$ cat config.mk
export PLATFORM = sky130hd
export DESIGN_NAME = aes_inv_sbox
export DESIGN_NICKNAME = d
export VERILOG_FILES = /design/src/rtl/rng_pkg.sv /design/src/rtl/aes_inv_sbox.sv
export SDC_FILE = /design/constraint.sdc
export NUM_CORES = 1
export LEC_CHECK = 0
export BUFFER_PORTS_ARGS = -buffer_cell sky130_fd_sc_hd__buf_2
export CORE_UTILIZATION = 55
export DETAILED_ROUTE_END_ITERATION = 12
export PLACE_DENSITY = 0.73
export SLEW_MARGIN = 20
export SYNTH_ARGS = -nofsm -noshare
export SYNTH_HDL_FRONTEND = slang
export SYNTH_SLANG_ARGS = --single-unit
$ cat constraint.sdc
create_clock -name vclk -period 6
set_input_delay 0.6 -clock vclk [all_inputs]
set_output_delay 0.6 -clock vclk [all_outputs]
set_load 0.01 [all_outputs]
$ cat src/rtl/rng_pkg.sv
// Shared types and helpers for the rand_num checker: FSM states, LFSR selectors,
// and the single-step model LFSR used to predict the recovered bit stream.
package rng_pkg;

    typedef enum logic [1:0] {IDLE, WAIT, SHIFT, DONE} checker_state_t;

    localparam logic FIBO_SEL = 1'b0;
    localparam logic GALO_SEL = 1'b1;
    localparam int   BYTE_W   = 8;

    // One model step; returns {output bit, next state}. The output bit is the feedback.
    function automatic logic [BYTE_W:0] lfsr_step(input logic sel_i, input logic [BYTE_W-1:0] s);
        logic              fb;
        logic [BYTE_W-1:0] nxt;
        fb  = 1'b0;
        nxt = s;
        case (sel_i)
            FIBO_SEL: begin
                fb  = s[7] ^ s[4] ^ s[2];
                nxt = {s[6:0], fb};
            end
            GALO_SEL: begin
                fb  = s[7];
                nxt = {s[6], s[5] ^ fb, s[4] ^ fb, s[3] ^ fb, s[2:0], fb};
            end
            default: ;
        endcase
        return {fb, nxt};
    endfunction

endpackage

$ cat src/rtl/aes_inv_sbox.sv
// Combinational AES InvSubBytes for one byte: undoes the generator's S-box whitening.
module aes_inv_sbox
    import rng_pkg::*;
(
    input  logic [BYTE_W-1:0] byte_i,
    output logic [BYTE_W-1:0] byte_o
);

    localparam logic [0:255][7:0] INV_SBOX = {
        8'h52, 8'h09, 8'h6a, 8'hd5, 8'h30, 8'h36, 8'ha5, 8'h38, 8'hbf, 8'h40, 8'ha3, 8'h9e, 8'h81, 8'hf3, 8'hd7, 8'hfb,
        8'h7c, 8'he3, 8'h39, 8'h82, 8'h9b, 8'h2f, 8'hff, 8'h87, 8'h34, 8'h8e, 8'h43, 8'h44, 8'hc4, 8'hde, 8'he9, 8'hcb,
        8'h54, 8'h7b, 8'h94, 8'h32, 8'ha6, 8'hc2, 8'h23, 8'h3d, 8'hee, 8'h4c, 8'h95, 8'h0b, 8'h42, 8'hfa, 8'hc3, 8'h4e,
        8'h08, 8'h2e, 8'ha1, 8'h66, 8'h28, 8'hd9, 8'h24, 8'hb2, 8'h76, 8'h5b, 8'ha2, 8'h49, 8'h6d, 8'h8b, 8'hd1, 8'h25,
        8'h72, 8'hf8, 8'hf6, 8'h64, 8'h86, 8'h68, 8'h98, 8'h16, 8'hd4, 8'ha4, 8'h5c, 8'hcc, 8'h5d, 8'h65, 8'hb6, 8'h92,
        8'h6c, 8'h70, 8'h48, 8'h50, 8'hfd, 8'hed, 8'hb9, 8'hda, 8'h5e, 8'h15, 8'h46, 8'h57, 8'ha7, 8'h8d, 8'h9d, 8'h84,
        8'h90, 8'hd8, 8'hab, 8'h00, 8'h8c, 8'hbc, 8'hd3, 8'h0a, 8'hf7, 8'he4, 8'h58, 8'h05, 8'hb8, 8'hb3, 8'h45, 8'h06,
        8'hd0, 8'h2c, 8'h1e, 8'h8f, 8'hca, 8'h3f, 8'h0f, 8'h02, 8'hc1, 8'haf, 8'hbd, 8'h03, 8'h01, 8'h13, 8'h8a, 8'h6b,
        8'h3a, 8'h91, 8'h11, 8'h41, 8'h4f, 8'h67, 8'hdc, 8'hea, 8'h97, 8'hf2, 8'hcf, 8'hce, 8'hf0, 8'hb4, 8'he6, 8'h73,
        8'h96, 8'hac, 8'h74, 8'h22, 8'he7, 8'had, 8'h35, 8'h85, 8'he2, 8'hf9, 8'h37, 8'he8, 8'h1c, 8'h75, 8'hdf, 8'h6e,
        8'h47, 8'hf1, 8'h1a, 8'h71, 8'h1d, 8'h29, 8'hc5, 8'h89, 8'h6f, 8'hb7, 8'h62, 8'h0e, 8'haa, 8'h18, 8'hbe, 8'h1b,
        8'hfc, 8'h56, 8'h3e, 8'h4b, 8'hc6, 8'hd2, 8'h79, 8'h20, 8'h9a, 8'hdb, 8'hc0, 8'hfe, 8'h78, 8'hcd, 8'h5a, 8'hf4,
        8'h1f, 8'hdd, 8'ha8, 8'h33, 8'h88, 8'h07, 8'hc7, 8'h31, 8'hb1, 8'h12, 8'h10, 8'h59, 8'h27, 8'h80, 8'hec, 8'h5f,
        8'h60, 8'h51, 8'h7f, 8'ha9, 8'h19, 8'hb5, 8'h4a, 8'h0d, 8'h2d, 8'he5, 8'h7a, 8'h9f, 8'h93, 8'hc9, 8'h9c, 8'hef,
        8'ha0, 8'he0, 8'h3b, 8'h4d, 8'hae, 8'h2a, 8'hf5, 8'hb0, 8'hc8, 8'heb, 8'hbb, 8'h3c, 8'h83, 8'h53, 8'h99, 8'h61,
        8'h17, 8'h2b, 8'h04, 8'h7e, 8'hba, 8'h77, 8'hd6, 8'h26, 8'he1, 8'h69, 8'h14, 8'h63, 8'h55, 8'h21, 8'h0c, 8'h7d
    };

    assign byte_o = INV_SBOX[byte_i];

endmodule

# Word level (Yosys, flattened, before mapping)
# Memory sizes are Yosys's and may differ from the RTL's.
# Index checks and enable logic that the tools add are counted.
# word_totals
regBits,0
mem_bits_ro,2048
inputBits,8
output_inout_bits,8
wordCells,5
mem_count,1
# mem_list
name,words,word_bits,rd,rd_clocked_by_memory_dff,write_ports,line,source
(name not given),256,8,1,0,0,aes_inv_sbox.sv:28,assign byte_o = INV_SBOX[byte_i];
# op_classes
n_lt_le_gt_ge,1
n_mux,2
bitwise_logic,1
# ops
operator,n
$mux 8,2
$ge 9x9->1 const B,1
$not 8->9,1

# Depth between registers and ports, before layout
# logic_depth
word_depth,4
depth_mapped,10
depth_no_buf,8

# Least setup slack after synthesis
# OpenSTA, ideal clock, no wires.
# synth_path
path_kind,input to output
start,input byte_i[0]
end,output byte_o[3]
t_arrival_ns,2.590
setup_slack_ns,2.810
cell_stages,10
n_path_buf,2
cell_sequence,buf_2 -> inv_1 -> ha_1 -> buf_4 -> nor2_1 -> a211oi_1 -> a31oi_1 -> a21o_1 -> mux4_2 -> o211ai_2
# synth_via
elab_chain_len,4
# synth_rtl
item,line,source
start: declaration,aes_inv_sbox.sv:5,"input logic [BYTE_W-1:0] byte_i,"
$not 8->9 (implied by the code),aes_inv_sbox.sv:28,
$mem_v2 256x8,-,
$mux 8 (implied by the code) (2 in series),aes_inv_sbox.sv:28,
end: declaration,aes_inv_sbox.sv:6,output logic [BYTE_W-1:0] byte_o
# No other way between the ends. The select of a mux whose other input is x is not followed.

# Final worst setup path
# layout_path
start,input byte_i[0]
end,output byte_o[4]
# Same word-level chain as after synthesis.

==> results.json <==
{
  "crit_type": "in -> out",
  "fin_crit_sh_pct": 70.3,
  "final_max_slew_viol_count": 0,
  "antenna_found_initial": 0,
  "dp_slack_ps": 1960,
  "syn-num-nets": 574,
  "ys_seq_area_share_pct": 0,
  "first_pass_iters": 7,
  "register_area_um2": 0,
  "max_slew_margin_pct": 38.8,
  "setup_tns_ps": 0,
  "rows": 28,
  "postCtsSetupBuffers": 0,
  "peakVddDrop_mv": 0.0683,
  "grt_pass1_vias": 4226,
  "start_kind": "primary input",
  "synth_area_um2": 3370,
  "track_usage_pct": 50.8,
  "hp-class": "in -> out",
  "io_pins": 16,
  "dr.first_iter.drc_count": 1568,
  "ctsHoldBuffers": 0,
  "coreArea_um2": 5920,
  "crit_required_ps": 5400,
  "dieWidth_um": 80.3,
  "synth.largest_area_cell": "o21ai_0",
  "leakagePower_nw": 1.19,
  "dr_total_vias": 4908,
  "fillCellCount": 621,
  "die_h_um": 80.3,
  "wirelength_mm": 16.2,
  "layout_setup_ws_ps": 1780,
  "fin_nets": 532,
  "design.seq.count": 0,
  "end_kind": "primary output",
  "cts_resized": 0,
  "setup_violations": 0,
  "hold_viol": 0,
  "portBuffers": 16,
  "synth_top_area_share_pct": 8.17,
  "status": "completed",
  "drtAntennaViolNets": 0,
  "syn2layout_area_growth_pct": -3.42,
  "finalCriticalPeriod_ps": 4220,
  "crit_fanout": 18,
  "grt_max_degree": 72,
  "grt.overflow.total": 0,
  "cap_viol_max_count": 0,
  "ys.warnings.count": 0,
  "postSynthAreaPerCell_um2": 6.18,
  "dieArea_um2": 6440,
  "ys_top_cells_by_area": "o21ai_0 8.2%, ha_1 7.8%, a21oi_1 7.6%",
  "wl_per_cell_um": 28.1,
  "cp.arrival_ps": 3620,
  "drc": 0,
  "syn_inst": 545,
  "max_freq_mhz": 237,
  "tightest_slew_ps": 918,
  "place_hpwl_mm": 10.8,
  "clkbuf_count": 0,
  "grt_pass1_wl_mm": 24.8,
  "routabilityCongestion": 1.10,
  "ys_types": 64,
  "start_util_pct": 56.9,
  "p_per_area_nw_per_um2": 96.9,
  "drive_above_1_share_pct": 8.18,
  "rsz0062_at_grt": "no",
  "num_antenna_cells": 0,
  "via_per_inst": 8.52
}
## power breakdown
group | total [mW] | switching, mW | internal (mW)
Clock | 0 | 0 | 0
Sequential | 0 | 0 | 0
Combinational | 0.315 | 0.218 | 0.0976
## final timing paths
check	startpoint	end	depth (start not counted)
max	byte_i[0]	byte_o[4]	10
min	byte_i[7]	byte_o[3]	3
## cells by family (layout without fill, tap and decap cells)
| kind of cell | count (synthesis) | count (layout) | share of synthesized area, % |
|---|---|---|---|
| buffers and inverters | 81 | 37 | 11.8 |
| adders and majority gates | 21 | 21 | 7.80 |
| muxes | 11 | 11 | 4.12 |
| and+or+nand+nor | 196 | 196 | 29.5 |
| xor gates and xnor gates | 1 | 1 | 0.260 |
| AOI/OAI and AO/OA | 235 | 235 | 46.5 |
## through the flow
| stage | utilization, % | power, mW | area [um2] | hold WS (ps) | instances |
|---|---|---|---|---|---|
| finish | 54.9 | 0.315 | 3250 | 1770 | 576 |
| global route | 54.9 | 0.327 | 3250 | 1780 | 576 |
| CTS | 54.9 | 0.291 | 3250 | 1740 | 576 |
| detailed placement | 54.9 | 0.290 | 3250 | 1740 | 576 |
| global placement | 54.9 | 0.294 | 3250 | 1740 | 576 |
| floorplan | - | 0.213 | 3370 | 1650 | 545 |
## critical path, cell delays in order
cell	delay [ps]
buf_2	220
inv_1	310
ha_1	630
nand2b_1	540
and3_1	450
a31oi_1	200
o21ai_0	100
nor3_1	260
o31ai_1	130
buf_2	160
## placed cells by master (no fill, tap or decap), types with 15 or more instances in the layout
cell type / synthesis / routed
o21ai_0: 55 / 55
nand2_1: 54 / 54
a21oi_1: 51 / 51
nor2_1: 26 / 26
nand3_1: 25 / 25
ha_1: 21 / 21
nand2b_1: 20 / 20
nor2b_1: 17 / 17
nor3_1: 16 / 16
a31oi_1: 16 / 16
buf_2: 31 / 15
## metal layers
layer / GRT usage [%] / part of all wire [%] / up-vias
met1: 63.3 / 35 / 2150
met4: 30.7 / 9.6 / 0
met5: 0 / 0 / -
li1: - / - / 1996
met3: 20.7 / 17 / 172
met2: 71.9 / 38 / 590
## synth_stat cells, drive strengths merged (8+ instances only)
cell	n
a211oi	13
a21oi	51
a221oi	9
a311oi	14
a31oi	16
buf	43
clkbuf	24
ha	21
inv	12
nand2	55
nand2b	22
nand3	25
nand4	8
nor2	28
nor2b	17
nor3	16
o211ai	13
o21ai	55
o311ai	9
o31ai	9
or2	8
## area by class of cell
type | instances | area, um2 | share of cell area, %
Tap cell | 75 | 93.8 | 2.88
Timing Repair Buffer | 23 | 135 | 4.15
Inverter | 14 | 52.6 | 1.62
Multi-Input combinational cell | 464 | 2970 | 91.3
Power figures use the tool's default switching activity.
